$ cat src/rtl/camera_word_packer.sv
// Packs eight raster-ordered 16-bit camera pixels into 128-bit AXI-Stream words with frame TLAST.
// Optional PACKER_STATS_EN adds saturating frame and drop counters.
module camera_word_packer #(
    parameter int unsigned H_ACTIVE  = 1280,
    parameter int unsigned V_ACTIVE  = 720,
    parameter int unsigned OUT_DEPTH = 2
) (
    input  logic          clk_in,
    input  logic          rst_in,
    input  logic [15:0]   pixel_data_in,
    input  logic          pixel_valid_in,
    input  logic [10:0]   pixel_hcount_in,
    input  logic [9:0]    pixel_vcount_in,
    output logic [127:0]  m_axis_tdata,
    output logic          m_axis_tvalid,
    output logic          m_axis_tlast,
    input  logic          m_axis_tready,
    output logic          overflow_out,
    output logic          resync_out
`ifdef PACKER_STATS_EN
    ,
    output logic [15:0]   frame_count_out,
    output logic [15:0]   drop_count_out
`endif
);

    localparam int unsigned PIX_W  = 16;
    localparam int unsigned WORD_W = 128;
    localparam int unsigned ACC_W  = WORD_W - PIX_W;
    localparam int unsigned H_W    = 11;
    localparam int unsigned V_W    = 10;
    localparam int unsigned LANE_W = 3;
    localparam int unsigned CNT_W  = 16;

    localparam logic [H_W-1:0]    H_LAST    = H_W'(H_ACTIVE - 1);
    localparam logic [V_W-1:0]    V_LAST    = V_W'(V_ACTIVE - 1);
    localparam logic [LANE_W-1:0] LANE_LAST = LANE_W'(7);

    typedef enum logic {
        WAIT_SOF,
        PACK
    } state_e;

    state_e                state_q, state_d;
    logic [LANE_W-1:0]     lane_q, lane_d;
    logic [H_W-1:0]        exp_h_q, exp_h_d;
    logic [V_W-1:0]        exp_v_q, exp_v_d;
    logic [ACC_W-1:0]      acc_q, acc_d;
    logic                  overflow_q, overflow_d;
    logic                  resync_q, resync_d;

    logic [WORD_W-1:0]     mem_q [OUT_DEPTH];
    logic [WORD_W-1:0]     mem_d [OUT_DEPTH];
    logic [OUT_DEPTH-1:0]  vld_q, vld_d;
    logic [OUT_DEPTH-1:0]  last_q, last_d;

    logic                  pop_c;
    logic                  full_c;
    logic                  sof_c;
    logic                  match_c;
    logic                  frame_end_c;
    logic                  push_c;
    logic [WORD_W-1:0]     push_word_c;
    logic                  push_last_c;
    logic                  slot_found_c;

    assign pop_c       = vld_q[0] & m_axis_tready;
    assign full_c      = vld_q[OUT_DEPTH-1];
    assign sof_c       = (pixel_hcount_in == '0) && (pixel_vcount_in == '0);
    assign match_c     = (pixel_hcount_in == exp_h_q) && (pixel_vcount_in == exp_v_q);
    assign frame_end_c = (exp_h_q == H_LAST) && (exp_v_q == V_LAST);

    // Frame alignment and lane packing
    always_comb begin
        state_d     = state_q;
        lane_d      = lane_q;
        exp_h_d     = exp_h_q;
        exp_v_d     = exp_v_q;
        acc_d       = acc_q;
        overflow_d  = overflow_q;
        resync_d    = 1'b0;
        push_c      = 1'b0;
        push_word_c = '0;
        push_last_c = 1'b0;

        if (pixel_valid_in) begin
            unique case (state_q)
                WAIT_SOF: begin
                    if (sof_c) begin
                        acc_d[PIX_W-1:0] = pixel_data_in;
                        lane_d           = LANE_W'(1);
                        exp_h_d          = H_W'(1);
                        exp_v_d          = '0;
                        state_d          = PACK;
                    end
                end
                PACK: begin
                    if (match_c) begin
                        if (lane_q == LANE_LAST) begin
                            lane_d = '0;
                            if (full_c && !pop_c) begin
                                overflow_d = 1'b1;
                                resync_d   = 1'b1;
                                state_d    = WAIT_SOF;
                            end else begin
                                push_c      = 1'b1;
                                push_word_c = {pixel_data_in, acc_q};
                                push_last_c = frame_end_c;
                            end
                        end else begin
                            for (int unsigned k = 0; k < 7; k++) begin
                                if (lane_q == LANE_W'(k)) begin
                                    acc_d[PIX_W*k +: PIX_W] = pixel_data_in;
                                end
                            end
                            lane_d = lane_q + LANE_W'(1);
                        end
                        if (exp_h_q == H_LAST) begin
                            exp_h_d = '0;
                            exp_v_d = (exp_v_q == V_LAST) ? '0 : exp_v_q + V_W'(1);
                        end else begin
                            exp_h_d = exp_h_q + H_W'(1);
                        end
                    end else begin
                        resync_d = 1'b1;
                        // A misplaced (0,0) is taken as the start of a fresh frame
                        if (sof_c) begin
                            acc_d[PIX_W-1:0] = pixel_data_in;
                            lane_d           = LANE_W'(1);
                            exp_h_d          = H_W'(1);
                            exp_v_d          = '0;
                        end else begin
                            lane_d  = '0;
                            state_d = WAIT_SOF;
                        end
                    end
                end
                default: state_d = WAIT_SOF;
            endcase
        end
    end

    // Shift FIFO: entry 0 is the registered AXI head
    always_comb begin
        vld_d        = vld_q;
        last_d       = last_q;
        slot_found_c = 1'b0;
        for (int unsigned i = 0; i < OUT_DEPTH; i++) begin
            mem_d[i] = mem_q[i];
        end

        if (pop_c) begin
            for (int unsigned i = 0; i < OUT_DEPTH - 1; i++) begin
                mem_d[i]  = mem_q[i+1];
                vld_d[i]  = vld_q[i+1];
                last_d[i] = last_q[i+1];
            end
            mem_d[OUT_DEPTH-1]  = '0;
            vld_d[OUT_DEPTH-1]  = 1'b0;
            last_d[OUT_DEPTH-1] = 1'b0;
        end

        if (push_c) begin
            for (int unsigned i = 0; i < OUT_DEPTH; i++) begin
                if (!slot_found_c && !vld_d[i]) begin
                    mem_d[i]     = push_word_c;
                    vld_d[i]     = 1'b1;
                    last_d[i]    = push_last_c;
                    slot_found_c = 1'b1;
                end
            end
        end
    end

    always_ff @(posedge clk_in or negedge rst_in) begin
        if (!rst_in) begin
            state_q    <= WAIT_SOF;
            lane_q     <= '0;
            exp_h_q    <= '0;
            exp_v_q    <= '0;
            acc_q      <= '0;
            overflow_q <= 1'b0;
            resync_q   <= 1'b0;
            vld_q      <= '0;
            last_q     <= '0;
            for (int unsigned i = 0; i < OUT_DEPTH; i++) begin
                mem_q[i] <= '0;
            end
        end else begin
            state_q    <= state_d;
            lane_q     <= lane_d;
            exp_h_q    <= exp_h_d;
            exp_v_q    <= exp_v_d;
            acc_q      <= acc_d;
            overflow_q <= overflow_d;
            resync_q   <= resync_d;
            vld_q      <= vld_d;
            last_q     <= last_d;
            for (int unsigned i = 0; i < OUT_DEPTH; i++) begin
                mem_q[i] <= mem_d[i];
            end
        end
    end

    assign m_axis_tdata  = mem_q[0];
    assign m_axis_tvalid = vld_q[0];
    assign m_axis_tlast  = last_q[0];
    assign overflow_out  = overflow_q;
    assign resync_out    = resync_q;

`ifdef PACKER_STATS_EN
    logic [CNT_W-1:0] frame_cnt_q, frame_cnt_d;
    logic [CNT_W-1:0] drop_cnt_q, drop_cnt_d;

    // Saturating statistics
    always_comb begin
        frame_cnt_d = frame_cnt_q;
        drop_cnt_d  = drop_cnt_q;
        if (pop_c && last_q[0] && (frame_cnt_q != '1)) begin
            frame_cnt_d = frame_cnt_q + CNT_W'(1);
        end
        if (resync_d && (drop_cnt_q != '1)) begin
            drop_cnt_d = drop_cnt_q + CNT_W'(1);
        end
    end

    always_ff @(posedge clk_in or negedge rst_in) begin
        if (!rst_in) begin
            frame_cnt_q <= '0;
            drop_cnt_q  <= '0;
        end else begin
            frame_cnt_q <= frame_cnt_d;
            drop_cnt_q  <= drop_cnt_d;
        end
    end

    assign frame_count_out = frame_cnt_q;
    assign drop_count_out  = drop_cnt_q;
`endif

endmodule
$ cat config.mk
export PLATFORM = sky130hd
export DESIGN_NAME = camera_word_packer
export DESIGN_NICKNAME = d
export VERILOG_FILES = /design/src/rtl/camera_word_packer.sv
export SDC_FILE = /design/constraint.sdc
export NUM_CORES = 1
export LEC_CHECK = 0
export BUFFER_PORTS_ARGS = -buffer_cell sky130_fd_sc_hd__buf_2
export CAP_MARGIN = 20
export CELL_PAD_IN_SITES_DETAIL_PLACEMENT = 1
export CELL_PAD_IN_SITES_GLOBAL_PLACEMENT = 1
export CORE_UTILIZATION = 24
export DETAILED_ROUTE_END_ITERATION = 10
export PLACE_DENSITY_LB_ADDON = 0.1
export SETUP_SLACK_MARGIN = 0.02
export SLEW_MARGIN = 20
export SYNTH_ARGS = -nofsm -noshare
export SYNTH_HDL_FRONTEND = slang
export SYNTH_SLANG_ARGS = --single-unit
$ cat constraint.sdc
create_clock -name clk_in -period 3.83 [get_ports clk_in]
set_input_delay 0.383 -clock clk_in [delete_from_list [all_inputs] [get_ports clk_in]]
set_output_delay 0.383 -clock clk_in [all_outputs]
set_load 0.01 [all_outputs]
==> flow_summary.toml <==
[power_and_ir_drop]
p_leak_nw = 10.5
pwr_density_cell_nw_per_um2 = 440
irDropWorstVdd_mv = 0.280

[global_route]
grt_max_degree = 114
antenna_found_initial = 11
grt_first_pass_wirelength_um = 87000
overflow = 0
grt_pass1_vias = 13100
grt_util_all_layers_pct = 15.0

[yosys]
async_flop_share_pct = 100
ys_types = 49
synth-compound-area-share_pct = 8.78
synth_area_leaders = "dfrtp_1 (55%), nand2_1 (8.6%), o21ai_0 (7.5%), mux2i_1 (7.3%), mux2_2 (6.4%)"
syn_inst = 1716
yosys.area.top_type = "dfrtp_1"
ys_warn_count = 0
ys.flop_type = "dfrtp_1"
netlist_area_um2 = 18000
ys_ff_latch = 399
syn_avg_cell_area_um2 = 10.5
ys_seq_area_share_pct = 55.4
synth.area.mux_share_pct = 14.6
syn_nets = 1765
synth_xor_area_share_pct = 1.17
synth_top_family_by_area = "multiplexers"
synth_edf_count = 0
synth_top_cell_area_share_pct = 55.4
synthSimpleGateAreaFrac_pct = 11.5
yosys.area_share.adder_pct = 0.555

[timing]
relSlewSlack_pct = 36.6
min_period_ns = 3.16
worstMarginPinSlew_ns = 0.951
slew_violations = 0
fmax_mhz = 316
setup_violations = 0
grt_setup_unrepaired = "false"
finalSetupTns_ns = 0
period_share_pct = 82.5
skew_ns = 0.0130
hold_viol = 0

[routing]
drc = 0
dr.pass1.iters = 4
initialDrtViolationCount = 588
wire_per_inst_um = 20.5
drt-total-wl_um = 56400
postRouteAntennaNets = 0
routed_via_density = 4.46
vias = 12300

[die]
fp.dieW_um = 276
die_area_um2 = 76200
start_util_pct = 24.2
die_h_um = 276
ios = 173
row_count = 100
core_um2 = 74400

[layout]
drive_gt1_share_pct = 22.8
fin_cells = 2759
seq_area_um2 = 9980
fin_area_um2 = 20800
area_delta_synth_final_pct = 15.6
multi_input_area_um2 = 6640
fin_nets = 1798
fillCellCount = 8306
postLayoutCoreUtil_pct = 28.0

[setup_path]
worstPathArrival_ns = 3.63
r2r_start = "exp_v_q[8]"
required_ns = 4.30
cp-startpoint = "exp_v_q[8]"
cp_top_family = "simple AND/OR/NAND/NOR gates"
cp_max_fo = 16
slowest_delay_ns = 0.60
crit_buf_inv = 1
slowest_stage = "or4_4"
crit_chain = "xor2_1 > nor4_1 > nand2_1 > or4_1 > buf_4 > or4_4 > mux2_4"
start_kind = "flip-flop"
crit_path_end_kind = "flip-flop"
crit_type = "flip-flop to flip-flop"

[placed_design]
port_buffers = 172
hpwl_um = 33800
dpl_cell_area_um2 = 19200
place_congestion = 0.720
dp.cells = 2664

[clock_tree]
post_cts_resized = 0
root_buffer = "clkbuf_16"
clk_pin_slew_worst_paths_ns = 0.06
cts_sinks = 399
cts_tree = "built"
h-tree-depth = 2
cts_max_path_buffers = 3
cts_buffers = 51
worstSkewPairLatency_ns = 0.59

[worst_hold_path]
min_path_type = "input pin to flip-flop"
min_from = "pixel_valid_in"

[outcome]
status = "complete, no violations"

[flow_run]
maxCapViolCount = 0
routing by layer:
metal	vias up	GRT usage (%)	wire, um
met5	-	0	0
met2	199	25.0	27100
li1	5755	-	-
met3	63	2.58	2230
met4	0	3.51	1040
met1	6300	20.2	26100
sequential cells by signal (all words and copies together), names as in the netlist:
register and cells:
overflow_out 1, exp_v_q 10, resync_out 1, acc_q 112, m_axis_tdata 128, last_q 2
mem_q 128, lane_q 3, state_q 1, exp_h_q 11, vld_q 2
report_power, final:
part           internal [mW]  switching [mW]  total [mW]
Combinational         0.0372           0.176       0.213
Clock                   2.84            1.90        4.75
Sequential              4.22      0.00000307        4.22
Total                   7.10            2.08        9.18
cells by family (layout without fill, tap and decap cells):
| group | count (synthesis) | in the layout |
|---|---|---|
| compound gates | 305 | 305 |
| other cells | 0 | 1 |
| buf+inv | 242 | 315 |
| fa+ha+maj | 8 | 8 |
| mux | 245 | 245 |
| simple gates | 493 | 493 |
| flops | 399 | 399 |
| xor+xnor | 24 | 24 |
worst paths after layout:
kind	endpoint	slack, ns	depth (start not counted)
max	acc_q[27]	0.67	7
min	state_q	0.11	2
max reg2reg	acc_q[27]	0.67	7
min reg2reg	m_axis_tdata[90]	0.50	2
max in group asynchronous	mem_q[57]	2.49	3
min in group asynchronous	mem_q[71]	0.43	2
what timing repair did:
item                      CTS  global route
buffers inserted            0             0
hold buffers                1             0
hold endpoints to repair   85             0
area by class of cell:
| type | count | area share, % |
|---|---|---|
| Inverter | 13 | 0.234 |
| Antenna cell | 1 | 0.0120 |
| Sequential cell | 399 | 47.9 |
| Tap cell | 969 | 5.82 |
| Clock inverter | 11 | 0.600 |
| Timing Repair Buffer | 209 | 6.30 |
| Clock buffer | 82 | 7.31 |
| Multi-Input combinational cell | 1075 | 31.8 |
layout by cell type, fill, tap and decap left out, types with 17 or more instances in the layout:
| master | n |
|---|---|
| o21ai_0 | 270 |
| clkbuf_1 | 19 |
| a21oi_1 | 19 |
| buf_2 | 171 |
| nand2_1 | 413 |
| xor2_1 | 17 |
| mux2i_1 | 131 |
| dfrtp_1 | 399 |
| clkbuf_16 | 52 |
| mux2_2 | 103 |
| buf_4 | 23 |
through the flow:
stage          hold slack [ns]  power, mW  setup slack [ns]
2_1_floorplan           0.0874       4.31             0.946
3_5_place_dp             0.489       4.52             0.580
3_3_place_gp             0.482       4.52             0.645
6_report                 0.107       9.18             0.670
4_1_cts                 0.0651       9.42             0.635
5_1_grt                  0.104       9.57             0.441
synthesized netlist by cell type, types with 2 or more instances:
cell,number
nand4_1,4
mux2i_1,131
nand3_1,14
nor2_1,15
o21ai_0,270
buf_2,15
clkbuf_1,78
nand4b_1,2
nor3_1,5
a21o_1,2
xnor2_1,7
a41oi_1,2
a32o_1,4
mux2_2,103
a21oi_1,19
or4_1,5
nor4_1,12
nand2_1,414
buf_6,2
buf_1,2
and3_1,4
dfrtp_1,399
nand3b_1,5
xor2_1,17
ha_1,8
nor4_4,3
mux2_4,10
buf_4,131
inv_1,13
Note: power is estimated with default switching activity, not from simulation.
